## src/rtl/eval_iter_if.sv

```systemverilog
// Handshake bundle for the iterative guess evaluator: job input side
// (guess/solution) and result output side (colors/win).
interface eval_iter_if #(
  parameter int LEN = 5,
  parameter int LW  = 5
) ();
  logic                in_valid;
  logic                in_ready;
  logic [LEN*LW-1:0]   guess;
  logic [LEN*LW-1:0]   solution;
  logic                out_valid;
  logic                out_ready;
  logic [2*LEN-1:0]    colors;
  logic                win;

  // Job producer / result consumer side.
  modport master (
    output in_valid, guess, solution, out_ready,
    input  in_ready, out_valid, colors, win
  );

  // Evaluator side.
  modport slave (
    input  in_valid, guess, solution, out_ready,
    output in_ready, out_valid, colors, win
  );
endinterface

```

## src/rtl/eval_iter.sv

```systemverilog
// Multi-cycle Wordle-style evaluator. One GREEN cycle compares all
// positions in parallel, then SCAN resolves the yellow/grey decision for
// one position per cycle so the comparison cone grows only linearly with LEN.
module eval_iter #(
  parameter int LEN = 5,
  parameter int LW  = 5
) (
  input  logic        clk,
  input  logic        rst,
  eval_iter_if.slave  bus
);

  localparam int IW = (LEN > 1) ? $clog2(LEN) : 1;
  localparam int CW = $clog2(LEN + 1);

  typedef enum logic [1:0] {IDLE, GREEN, SCAN, DONE} state_t;

  state_t             state_q, state_d;
  logic [LW-1:0]      g_q [LEN];
  logic [LW-1:0]      s_q [LEN];
  logic [LEN-1:0]     green_q, green_d;
  logic [LEN-1:0]     yellow_q, yellow_d;
  logic [IW-1:0]      idx_q;
  logic [CW-1:0]      cnt_sol, cnt_g;
  logic               yellow_bit;
  logic               last_pos;
  logic               accept;
  logic [2*LEN-1:0]   colors_q, colors_d;
  logic               win_q;

  assign accept   = bus.in_valid && bus.in_ready;
  assign last_pos = (idx_q == IW'(LEN - 1));

  // State register.
  always_ff @(posedge clk) begin
    if (rst) state_q <= IDLE;
    else     state_q <= state_d;
  end

  // Next-state logic: accept -> GREEN -> LEN x SCAN -> DONE -> handshake.
  always_comb begin
    state_d = state_q;
    case (state_q)
      IDLE:    if (accept) state_d = GREEN;
      GREEN:   state_d = SCAN;
      SCAN:    if (last_pos) state_d = DONE;
      DONE:    if (bus.out_ready) state_d = IDLE;
      default: state_d = IDLE;
    endcase
  end

  // Handshake outputs; in_ready is held low while reset is asserted.
  always_comb begin
    bus.in_ready  = (state_q == IDLE) && !rst;
    bus.out_valid = (state_q == DONE);
  end

  // Job capture; letters are only read after a valid accept.
  // NOTE: data-only registers need no reset -- they are always written by
  // the accept before any state that reads them, so reset logic would be waste.
  always_ff @(posedge clk) begin
    if (accept) begin
      for (int k = 0; k < LEN; k++) begin
        g_q[k] <= bus.guess[LW*k +: LW];
        s_q[k] <= bus.solution[LW*k +: LW];
      end
    end
  end

  // Per-position comparison: parallel greens and the yellow test for idx.
  // NOTE: combinational blocks use blocking '=' so the running counts
  // accumulate within one evaluation; clocked blocks use '<=' only.
  always_comb begin
    green_d = '0;
    for (int k = 0; k < LEN; k++) green_d[k] = (g_q[k] == s_q[k]);

    cnt_sol = '0;
    cnt_g   = CW'(1);
    for (int j = 0; j < LEN; j++) begin
      if (j != int'(idx_q) && !green_q[j] && g_q[idx_q] == s_q[j])
        cnt_sol = cnt_sol + CW'(1);
      if (j < int'(idx_q) && !green_q[j] && g_q[idx_q] == g_q[j])
        cnt_g = cnt_g + CW'(1);
    end
    yellow_bit = !green_q[idx_q] && (cnt_sol >= cnt_g);

    yellow_d        = yellow_q;
    yellow_d[idx_q] = yellow_bit;

    colors_d = '0;
    for (int k = 0; k < LEN; k++)
      colors_d[2*k +: 2] = {green_q[k] | yellow_d[k], green_q[k] | !yellow_d[k]};
  end

  // Evaluation state and registered result; result updates on entry to DONE.
  always_ff @(posedge clk) begin
    if (rst) begin
      green_q  <= '0;
      yellow_q <= '0;
      idx_q    <= '0;
      colors_q <= '0;
      win_q    <= 1'b0;
    end else begin
      case (state_q)
        GREEN: begin
          green_q  <= green_d;
          yellow_q <= '0;
          idx_q    <= '0;
        end
        SCAN: begin
          yellow_q <= yellow_d;
          if (last_pos) begin
            idx_q    <= '0;
            colors_q <= colors_d;
            win_q    <= &green_q;
          end else begin
            idx_q <= idx_q + IW'(1);
          end
        end
        default: ;
      endcase
    end
  end

  assign bus.colors = colors_q;
  assign bus.win    = win_q;

endmodule

```

## src/flat_wrapper.sv

```systemverilog
// flat-port wrapper written by rule: the top's interface ports become plain ports
module eval_iter_flat 
#(
  parameter int LEN = 5,
  parameter int LW  = 5
)
  (clk, rst, bus_in_valid, bus_guess, bus_solution, bus_out_ready, bus_in_ready, bus_out_valid, bus_colors, bus_win);
  eval_iter_if #(.LEN(LEN), .LW(LW)) bus_i ();
  input  logic clk;
  input  logic rst;
  input wire logic [$bits(bus_i.in_valid)-1:0] bus_in_valid;
  input wire logic [$bits(bus_i.guess)-1:0] bus_guess;
  input wire logic [$bits(bus_i.solution)-1:0] bus_solution;
  input wire logic [$bits(bus_i.out_ready)-1:0] bus_out_ready;
  output wire logic [$bits(bus_i.in_ready)-1:0] bus_in_ready;
  output wire logic [$bits(bus_i.out_valid)-1:0] bus_out_valid;
  output wire logic [$bits(bus_i.colors)-1:0] bus_colors;
  output wire logic [$bits(bus_i.win)-1:0] bus_win;
  assign bus_i.in_valid = bus_in_valid;
  assign bus_i.guess = bus_guess;
  assign bus_i.solution = bus_solution;
  assign bus_i.out_ready = bus_out_ready;
  assign bus_in_ready = bus_i.in_ready;
  assign bus_out_valid = bus_i.out_valid;
  assign bus_colors = bus_i.colors;
  assign bus_win = bus_i.win;
  eval_iter #(.LEN(LEN), .LW(LW)) u_core (.clk(clk), .rst(rst), .bus(bus_i));
endmodule
```

## config.mk

```make
export PLATFORM = sky130hd
export DESIGN_NAME = eval_iter_flat
export DESIGN_NICKNAME = d
export VERILOG_FILES = /design/src/rtl/eval_iter_if.sv /design/src/rtl/eval_iter.sv /design/src/flat_wrapper.sv
export SDC_FILE = /design/constraint.sdc
export NUM_CORES = 1
export LEC_CHECK = 0
export ABC_AREA = 1
export BUFFER_PORTS_ARGS = -buffer_cell sky130_fd_sc_hd__buf_4
export CAP_MARGIN = 10
export CORE_UTILIZATION = 60
export CTS_BUF_LIST = sky130_fd_sc_hd__clkbuf_8
export DETAILED_ROUTE_END_ITERATION = 8
export PLACE_DENSITY_LB_ADDON = 0.15
export SLEW_MARGIN = 20
export SYNTH_ARGS = -nofsm -noshare
export SYNTH_HDL_FRONTEND = slang
export SYNTH_SLANG_ARGS = --single-unit
export TNS_END_PERCENT = 30
```

## constraint.sdc

```tcl
create_clock -name clk -period 5.1 [get_ports clk]
set_input_delay 0.255 -clock clk [delete_from_list [all_inputs] [get_ports clk]]
set_output_delay 0.255 -clock clk [all_outputs]
set_load 0.03 [all_outputs]
```

==> flow_metrics.env, run 1 <==
export IMPL_ir_drop_v=0.0002920
export IMPL_slowest_delay_ps=480
export IMPL_finalHoldViolCount=0
export IMPL_synth_seq_area_share_pct=43.75
export IMPL_drc=0
export IMPL_sequentialPowerShare_pct=39.5
export IMPL_criticalPathCategory="register to register"
export IMPL_top_usage_layer="met2"
export IMPL_ctsLongestPathBuffers=2
export IMPL_antenna_found_initial=0
export IMPL_use_met3_pct=8.626
export IMPL_synthTopCellsByArea="edfxtp_1, dfxtp_1, nand2_1, inv_1, ha_1"
export IMPL_min_period_ps=4827
export IMPL_drtIter0Drc=312
export IMPL_dpl_cell_count=755
export IMPL_stdcell_count=800
export IMPL_crit_slowest_cell="edfxtp_1"
export IMPL_post_route_util_pct=76.92
export IMPL_ys_ff_latch=79
export IMPL_ys_warn_count=0
export IMPL_n_fill_cell=542
export IMPL_cts_tree="yes"
export IMPL_post_place_ws_ps=290.1
export IMPL_power_density_nw_per_um2=364.6
export IMPL_clkSlewWorstSetupHoldPaths_ps=100
export IMPL_critical_path_max_fanout=6
export IMPL_fin_tns_setup_ps=0
export IMPL_r2r_slack_ps=270
export IMPL_row_count=32
export IMPL_sw_frac_of_total_pct=39.68
export IMPL_hold_class="primary input to register"
export IMPL_reg2reg_from="u_core.g_q[1][2]"
export IMPL_fin_ws_ps=272.6
export IMPL_worstPathArrival_ps=5130
export IMPL_hold_buffers=0
export IMPL_synth_edf_count=50
export IMPL_post_synth_top_count_cell="nand2_1"
export IMPL_holdCritStartpoint="bus_solution[24]"
export IMPL_gp_congestion=0.9727
export IMPL_ios=67
export IMPL_clkPwrFrac_pct=23.2
export IMPL_via_count=4637
export IMPL_drt_wirelength_per_cell_um=16.71
export IMPL_p_leak_nw=2.740
export IMPL_die_x_um=91.06
export IMPL_relSlewSlack_pct=56.21
export IMPL_cts_sinks=79
export IMPL_met1_usage_pct=39.33
export IMPL_synthFlopType="edfxtp_1"
export IMPL_pwr_share_comb_pct=37.3
export IMPL_p_total_w=0.002156
export IMPL_port_buffer_count=66
export IMPL_area_growth_pct=24.27
export IMPL_synthCells=591
export IMPL_via_per_inst=5.796
export IMPL_grt_pass1_vias=4110
export IMPL_power_switching_w=0.0008554
export IMPL_grt_pass1_wl_um=19850
export IMPL_hold_depth=1
export IMPL_grt_remaining_overflow=0
export IMPL_wirelength_um=13370
export IMPL_dr_pass1_iters=7
export IMPL_core_um2=7687
export IMPL_drive_gt1_share_pct=24.79
export IMPL_drv_cap=0
export IMPL_min_to="u_core.s_q[0][24]"
export IMPL_final_setup_viol_count=0
export IMPL_slew_viol_final=0
export IMPL_cp_end_kind="register"
export IMPL_critPathBufInv=3
export IMPL_yosysTopAreaCell="edfxtp_1"
export IMPL_dp_hpwl_um=9504
export IMPL_fin_nets=769
export IMPL_grt_max_degree=52
export IMPL_critPathRequiredTime_ps=5400
export IMPL_synth_area_um2=4758
export IMPL_outcome="complete, no violations"
export IMPL_startpoint_type="register"
export IMPL_yosysTopAreaCellShare_pct=31.55
export IMPL_grt_usage_pct=31.18
export IMPL_crit_top_cell="nand2_1"
export IMPL_start_util_pct=61.90
export IMPL_dieArea_um2=8291
export IMPL_ys_types=39
export IMPL_numCtsBuffers=9
export IMPL_num_antenna_cells=0
export IMPL_ant_nets=0
export IMPL_r2r_end="u_core.yellow_q[3]"
export IMPL_ff2ff_path_depth=32
export IMPL_synth_async_reset_ratio_pct=0
export IMPL_worst_slew_pin_transition_ps=651.9
export IMPL_die_y_um=91.06
export IMPL_synth_nets=667
export IMPL_met2_usage_pct=50.06
export IMPL_clock_latency_ps=370
export IMPL_avgSynthCellArea_um2=8.051
export IMPL_finClkSkew_ps=18.47
export IMPL_p_int_w=0.001301
export IMPL_htreeDepth=3
export IMPL_critical_path_top_delay_family="simple AND/OR/NAND/NOR gates"
export IMPL_synth_commonest_cells="nand2_1, inv_1, edfxtp_1, nand3_1, nor2_1"
export IMPL_finalCritPeriodShare_pct=94.65
export IMPL_fmaxAchievable_mhz=207.2
export IMPL_root_buffer="clkbuf_8"
-- routing by layer --
metal	share of wire (%)	up-vias
met4	5.0	0
met1	39	2087
li1	-	2174
met5	0	-
met3	10	66
met2	46	310
-- per-stage QoR --
stage,instance area (µm²),hold slack [ps]
detailed placement,5356,434.3
CTS,5564,53.41
finish,5913,53.04
global placement,5356,433.1
floorplan,4758,353.9
global route,5913,41.36
-- how the worst max path moves through the flow --
| stage | start | end | slack, ps | cells after the start |
|---|---|---|---|---|
| final | u_core.g_q[1][2] | u_core.yellow_q[3] | 270 | 32 |
| after CTS | u_core.g_q[1][1] | u_core.yellow_q[3] | 140 | 31 |
| after global routing | u_core.g_q[1][2] | u_core.yellow_q[4] | -140 | 32 |
| after floorplan | u_core.g_q[1][1] | u_core.yellow_q[2] | 950 | 32 |
| after global placement | register | u_core.yellow_q[4] | 400 | 34 |
| after detailed placement | register | u_core.yellow_q[3] | 290 | 30 |
-- power groups by stage --
stage          logic (W)  clock network (W)  registers, W
2_1_floorplan   0.000487                  0      0.000830
5_1_grt         0.000875           0.000527      0.000857
3_5_place_dp    0.000672                  0      0.000861
6_report        0.000805           0.000500      0.000851
4_1_cts         0.000678           0.000504      0.000847
3_3_place_gp    0.000650                  0      0.000859
-- cell families (layout without fill, tap and decap cells) --
family / count (synthesis) / after routing / share of synthesized area [%]
DFF: 79 / 79 / 43.75
adders and majority gates: 22 / 22 / 5.943
buffers and inverters: 90 / 197 / 7.651
xor gates and xnor gates: 23 / 23 / 4.233
and+or+nand+nor: 293 / 293 / 28.27
AOI/OAI and AO/OA: 84 / 84 / 10.15
-- registers in the layout, summed over array words and instances (netlist names), named ones only --
name,cells
u_core.bus.colors,10
u_core.bus.win,1
u_core.g_q,25
u_core.green_q,5
u_core.idx_q,3
u_core.s_q,25
u_core.state_q,2
u_core.yellow_q,5
-- placed cells by master (no fill, tap or decap), types with 12 or more instances in the layout --
master      n
dfxtp_1    26
inv_1      75
o21ai_0    26
edfxtp_1   50
nor2_1     38
xor2_1     12
a21oi_1    23
buf_4      98
nand3_1    39
ha_1       20
nand4_1    14
nand2_1   148
-- layout make-up --
| type | count | area [µm²] | area share [%] |
|---|---|---|---|
| sequential | 79 | 2088 | 35.32 |
| multi-input combinational | 422 | 2434 | 41.16 |
| inverter | 82 | 315.3 | 5.332 |
| tap | 102 | 127.6 | 2.158 |
| clock buffer | 9 | 123.9 | 2.095 |
| clock inverter | 7 | 83.83 | 1.418 |
| timing repair buffer | 99 | 740.7 | 12.53 |
-- repair_timing --
item                       in CTS  in global routing
buffers inserted                0                 29
setup endpoints to repair       0                 15
gates resized for setup         0                 31
Note: power is estimated with default switching activity, not from simulation.
==> run 2, diff against run 1 <==
--- a/config.mk
+++ b/config.mk
@@ -6,11 +6,12 @@
 export NUM_CORES = 1
 export LEC_CHECK = 0
 export ABC_AREA = 1
-export BUFFER_PORTS_ARGS = -buffer_cell sky130_fd_sc_hd__buf_4
 export CAP_MARGIN = 10
 export CORE_UTILIZATION = 60
 export CTS_BUF_LIST = sky130_fd_sc_hd__clkbuf_8
 export DETAILED_ROUTE_END_ITERATION = 8
+export DONT_BUFFER_PORTS = 1
+export HOLD_SLACK_MARGIN = 0.08
 export PLACE_DENSITY_LB_ADDON = 0.15
 export SLEW_MARGIN = 20
 export SYNTH_ARGS = -nofsm -noshare
==> constraint.sdc (replaced) <==
create_clock -name clk -period 5.92 [get_ports clk]
set_input_delay 0.296 -clock clk [delete_from_list [all_inputs] [get_ports clk]]
set_output_delay 0.296 -clock clk [all_outputs]
set_load 0.03 [all_outputs]
==> run 2 against run 1 <==
Sequential share of layout area grew 2.2 points. Sequential power shrank 14%. Worst setup slack gained 480 ps. Wire length shrank 5.5%. Register-to-register slack gained 480 ps. Worst hold slack gained 250 ps.
==> flow_metrics.env, run 2 (same netlist as run 1, synthesis figures left out) <==
export IMPL_rsz0062_at_grt="false"
export IMPL_relSlewSlack_pct=54.82
export IMPL_grt_remaining_overflow=0
export IMPL_critPathRequiredTime_ps=6210
export IMPL_via_per_inst=5.636
export IMPL_crit_top_cell="nand2_1"
export IMPL_criticalPathCategory="register to register"
export IMPL_grt_max_degree=52
export IMPL_die_x_um=91.06
export IMPL_startpoint_type="register"
export IMPL_die_y_um=91.06
export IMPL_grt_pass1_wl_um=20160
export IMPL_row_count=32
export IMPL_numCtsBuffers=9
export IMPL_cts_sinks=79
export IMPL_area_growth_pct=16.62
export IMPL_drive_gt1_share_pct=8.154
export IMPL_min_period_ps=5171
export IMPL_ctsLongestPathBuffers=2
export IMPL_holdCritStartpoint="bus_out_ready"
export IMPL_htreeDepth=3
export IMPL_ctsResizeCount=0
export IMPL_ant_nets=0
export IMPL_start_util_pct=61.90
export IMPL_num_antenna_cells=0
export IMPL_root_buffer="clkbuf_8"
export IMPL_cp_end_kind="register"
export IMPL_hold_buffers=51
export IMPL_fin_tns_setup_ps=0
export IMPL_drt_wirelength_per_cell_um=16.80
export IMPL_port_buffer_count=0
export IMPL_fmaxAchievable_mhz=193.4
export IMPL_layout_common_cells="nand2_1, inv_1, dlygate4sd3_1, edfxtp_1, nand3_1"
export IMPL_gp_congestion=0.9599
export IMPL_dp_hpwl_um=9089
export IMPL_slowest_delay_ps=540
export IMPL_hold_class="primary input to register"
export IMPL_fin_nets=721
export IMPL_drv_cap=0
export IMPL_final_setup_viol_count=0
export IMPL_ios=67
export IMPL_crit_slowest_cell="dfxtp_1"
export IMPL_slew_viol_final=0
export IMPL_p_leak_nw=2.436
export IMPL_drtIter0Drc=294
export IMPL_drc=0
export IMPL_core_um2=7687
export IMPL_grt_pass1_vias=4062
export IMPL_ir_drop_v=0.0001798
export IMPL_power_density_nw_per_um2=311.2
export IMPL_antenna_found_initial=0
export IMPL_dieArea_um2=8291
export IMPL_clkSlewWorstSetupHoldPaths_ps=100
export IMPL_worstPathArrival_ps=5460
export IMPL_dr_pass1_iters=6
export IMPL_clock_latency_ps=360
export IMPL_finalHoldViolCount=0
export IMPL_wirelength_um=12640
export IMPL_outcome="complete, no violations"
export IMPL_n_fill_cell=635
export IMPL_layout_commonest_cell="nand2_1"
export IMPL_finClkSkew_ps=12.63
export IMPL_critical_path_max_fanout=11
export IMPL_grt_usage_pct=31.88
export IMPL_cts_tree="yes"
export IMPL_hold_ws_ps=301.0
export IMPL_worst_slew_pin_transition_ps=677.7
export IMPL_via_count=4238
export IMPL_finalCritPeriodShare_pct=87.35
export IMPL_postCtsSetupBuffers=0
==> run 2: cell types whose count changed in the layout (fill, tap and decap cells not counted), sizes merged <==
| cell | before | now |
|---|---|---|
| dlygate4sd3 | 0 | 51 |
| inv | 87 | 85 |
| clkinv | 0 | 2 |
| buf | 99 | 0 |
==> run 2: through the flow <==
stage,worst slack [ps],total power (W),std cells,area [µm²],util [%]
final,748.7,0.001727,752,5549,72.18
after global routing,244.7,0.001819,752,5549,72.18
after CTS,812.6,0.001710,752,5545,72.14
after detailed placement,862.9,0.001268,685,4831,62.84
after global placement,1081,0.001258,685,4831,62.84
after floorplan,1770,0.001134,591,4758,-
==> run 2: final cells by class <==
type / instances / area, µm² / share of cell area (%)
Timing Repair Buffer: 51 / 510.5 / 9.200
Sequential cell: 79 / 2082 / 37.52
Clock buffer: 9 / 123.9 / 2.232
Multi-Input combinational cell: 422 / 2317 / 41.76
Inverter: 82 / 307.8 / 5.547
Clock inverter: 7 / 80.08 / 1.443
Tap cell: 102 / 127.6 / 2.300
==> run 2: report_power, final <==
part	switching, W	total, W	internal (W)
sequential	0.0000730	0.000733	0.000660
combinational	0.000384	0.000570	0.000187
clock	0.000222	0.000423	0.000201
total	0.000679	0.00173	0.00105
==> run 2: worst paths after layout <==
kind / slack (ps) / end / cells past startpoint
worst max-delay path: 750 / u_core.yellow_q[2] / 33
worst min register to register: 480 / u_core.yellow_q[3] / 2
worst max register to register: 750 / u_core.yellow_q[2] / 33
worst min-delay path: 300 / u_core.state_q[1] / 2
==> run 2: critical path: cells and delay by family (launching register included) <==
family,cells,cell delay [ps]
AND/OR/NAND/NOR,18,1930
AO/OA/AOI/OAI,6,1070
adder cells (fa/ha/maj),4,950
buffers and inverters,5,600
flip-flops,1,540
==> run 2: metal layers <==
layer  routed length [µm]  track usage, %  part of all wire, %
met5                    0               0                    0
met4                  309           12.17                  2.4
met3                 1029           5.611                  8.1
met2                 5995           52.78                   47
met1                 5302           41.70                   42
==> run 3, diff against run 2 <==
--- a/config.mk
+++ b/config.mk
@@ -7,13 +7,12 @@
 export LEC_CHECK = 0
 export ABC_AREA = 1
 export CAP_MARGIN = 10
-export CORE_UTILIZATION = 60
+export CORE_UTILIZATION = 25
 export CTS_BUF_LIST = sky130_fd_sc_hd__clkbuf_8
 export DETAILED_ROUTE_END_ITERATION = 8
 export DONT_BUFFER_PORTS = 1
 export HOLD_SLACK_MARGIN = 0.08
 export PLACE_DENSITY_LB_ADDON = 0.15
-export SLEW_MARGIN = 20
 export SYNTH_ARGS = -nofsm -noshare
 export SYNTH_HDL_FRONTEND = slang
 export SYNTH_SLANG_ARGS = --single-unit
==> run 3 against run 2 <==
First-iteration DRC count up 13%. Fmax rose by 0.14%. Power is essentially flat. Highest routed layer unchanged. Worst setup slack improved by 7.1 ps. Die area grew 140%.
==> flow_metrics.env, run 3 (same netlist as run 1, synthesis figures left out) <==
export IMPL_ant_nets=0
export IMPL_row_count=50
export IMPL_multiInputGateArea_um2=2313
export IMPL_finClkSkew_ps=14.94
export IMPL_cts_tree="yes"
export IMPL_drt_wirelength_per_cell_um=15.63
export IMPL_grt_remaining_overflow=0
export IMPL_core_um2=18710
export IMPL_postCtsSetupBuffers=0
export IMPL_die_y_um=140.0
export IMPL_drtIter0Drc=333
export IMPL_post_route_util_pct=30.55
export IMPL_fin_ws_ps=755.8
export IMPL_postPlaceCellArea_um2=5004
export IMPL_area_growth_pct=20.09
export IMPL_final_seq_area_um2=2082
export IMPL_dieArea_um2=19590
export IMPL_antenna_found_initial=0
export IMPL_post_place_ws_ps=782.4
export IMPL_clkSlewWorstSetupHoldPaths_ps=90
export IMPL_rsz0062_at_grt="false"
export IMPL_criticalPathCategory="register to register"
export IMPL_startpoint_type="register"
export IMPL_htreeDepth=3
export IMPL_layout_commonest_cell="nand2_1"
export IMPL_path_depth=32
export IMPL_grt_pass1_wl_um=22160
export IMPL_grt_usage_pct=14.89
export IMPL_port_buffer_count=0
export IMPL_via_per_inst=4.690
export IMPL_dr_pass1_iters=5
export IMPL_relSlewSlack_pct=54.52
export IMPL_fin_tns_setup_ps=0
export IMPL_crit_slowest_cell="dfxtp_1"
export IMPL_crit_top_cell="nand2_1"
export IMPL_worst_slew_pin_transition_ps=682.1
export IMPL_wirelength_um=13830
export IMPL_stdcell_area_um2=5714
export IMPL_min_period_ps=5164
export IMPL_p_leak_nw=2.452
export IMPL_critical_path_max_fanout=11
export IMPL_outcome="complete, no violations"
export IMPL_dp_hpwl_um=10640
export IMPL_die_x_um=140.0
export IMPL_sequentialPowerShare_pct=42.4
export IMPL_grt_max_degree=52
export IMPL_grt_pass1_vias=4101
export IMPL_p_int_w=0.001063
export IMPL_finalHoldViolCount=0
export IMPL_root_buffer="clkbuf_8"
export IMPL_drc=0
export IMPL_critPathRequiredTime_ps=6230
export IMPL_clock_latency_ps=380
export IMPL_finalCritPeriodShare_pct=87.23
export IMPL_ir_drop_v=0.0001282
export IMPL_start_util_pct=25.44
export IMPL_via_count=4151
export IMPL_power_density_nw_per_um2=302.5
export IMPL_n_fill_cell=2003
export IMPL_hold_depth=2
export IMPL_clkPwrFrac_pct=24.2
export IMPL_hold_class="primary input to register"
export IMPL_worstPathArrival_ps=5470
export IMPL_power_switching_w=0.0006655
export IMPL_drive_gt1_share_pct=7.988
export IMPL_slew_viol_final=0
export IMPL_fin_nets=722
export IMPL_ctsLongestPathBuffers=2
export IMPL_ff2ff_path_depth=32
export IMPL_pwr_share_comb_pct=33.4
export IMPL_numCtsBuffers=9
export IMPL_final_setup_viol_count=0
export IMPL_critical_path_top_delay_family="simple AND/OR/NAND/NOR gates"
export IMPL_critPathBufInv=5
export IMPL_sw_frac_of_total_pct=38.50
export IMPL_gp_congestion=0.9107
export IMPL_ios=67
export IMPL_fmaxAchievable_mhz=193.6
export IMPL_cts_sinks=79
export IMPL_drv_cap=0
export IMPL_num_antenna_cells=0
export IMPL_cp_end_kind="register"
export IMPL_layout_common_cells="nand2_1, inv_1, dlygate4sd3_1, edfxtp_1, nand3_1"
export IMPL_slowest_delay_ps=570
[run 3: repair_timing]
item,in CTS,in global routing
hold buffers,51,0
resized for setup,0,0
hold endpoints to repair,60,0
[run 3: cell type report]
class	instances	share of cell area (%)
Timing Repair Buffer	52	9.065
Inverter	82	5.386
Sequential cell	79	36.44
Clock inverter	5	0.8540
Multi-Input combinational cell	422	40.49
Clock buffer	11	2.649
Tap cell	234	5.124
[run 3: final timing paths]
| check | from | to | slack [ps] |
|---|---|---|---|
| max | register | u_core.yellow_q[4] | 760 |
| min reg2reg | u_core.yellow_q[0] | u_core.yellow_q[0] | 470 |
| min | bus_out_ready | u_core.state_q[1] | 320 |
| max reg2reg | register | u_core.yellow_q[4] | 760 |
[run 3: power by group through the flow]
stage	registers (W)	logic (W)	clock network, W
finish	0.000732	0.000578	0.000418
global route	0.000742	0.000651	0.000458
CTS	0.000732	0.000584	0.000438
detailed placement	0.000744	0.000555	0
global placement	0.000744	0.000547	0
floorplan	0.000715	0.000419	0
[run 3: metrics by stage]
stage / hold slack (ps) / power [W] / cells
6_report: 322.8 / 0.001728 / 885
5_1_grt: 338.6 / 0.001851 / 885
4_1_cts: 300.7 / 0.001755 / 885
3_5_place_dp: 371.0 / 0.001298 / 818
3_3_place_gp: 367.0 / 0.001291 / 818
2_1_floorplan: 394.9 / 0.001134 / 591
[run 3: routing by layer]
metal	share of wire [%]	track usage [%]	wire length, µm
met1	50	20.19	6870
met2	44	23.32	6110
met3	4.6	2.906	630
met4	1.6	5.784	218
met5	0	0	0
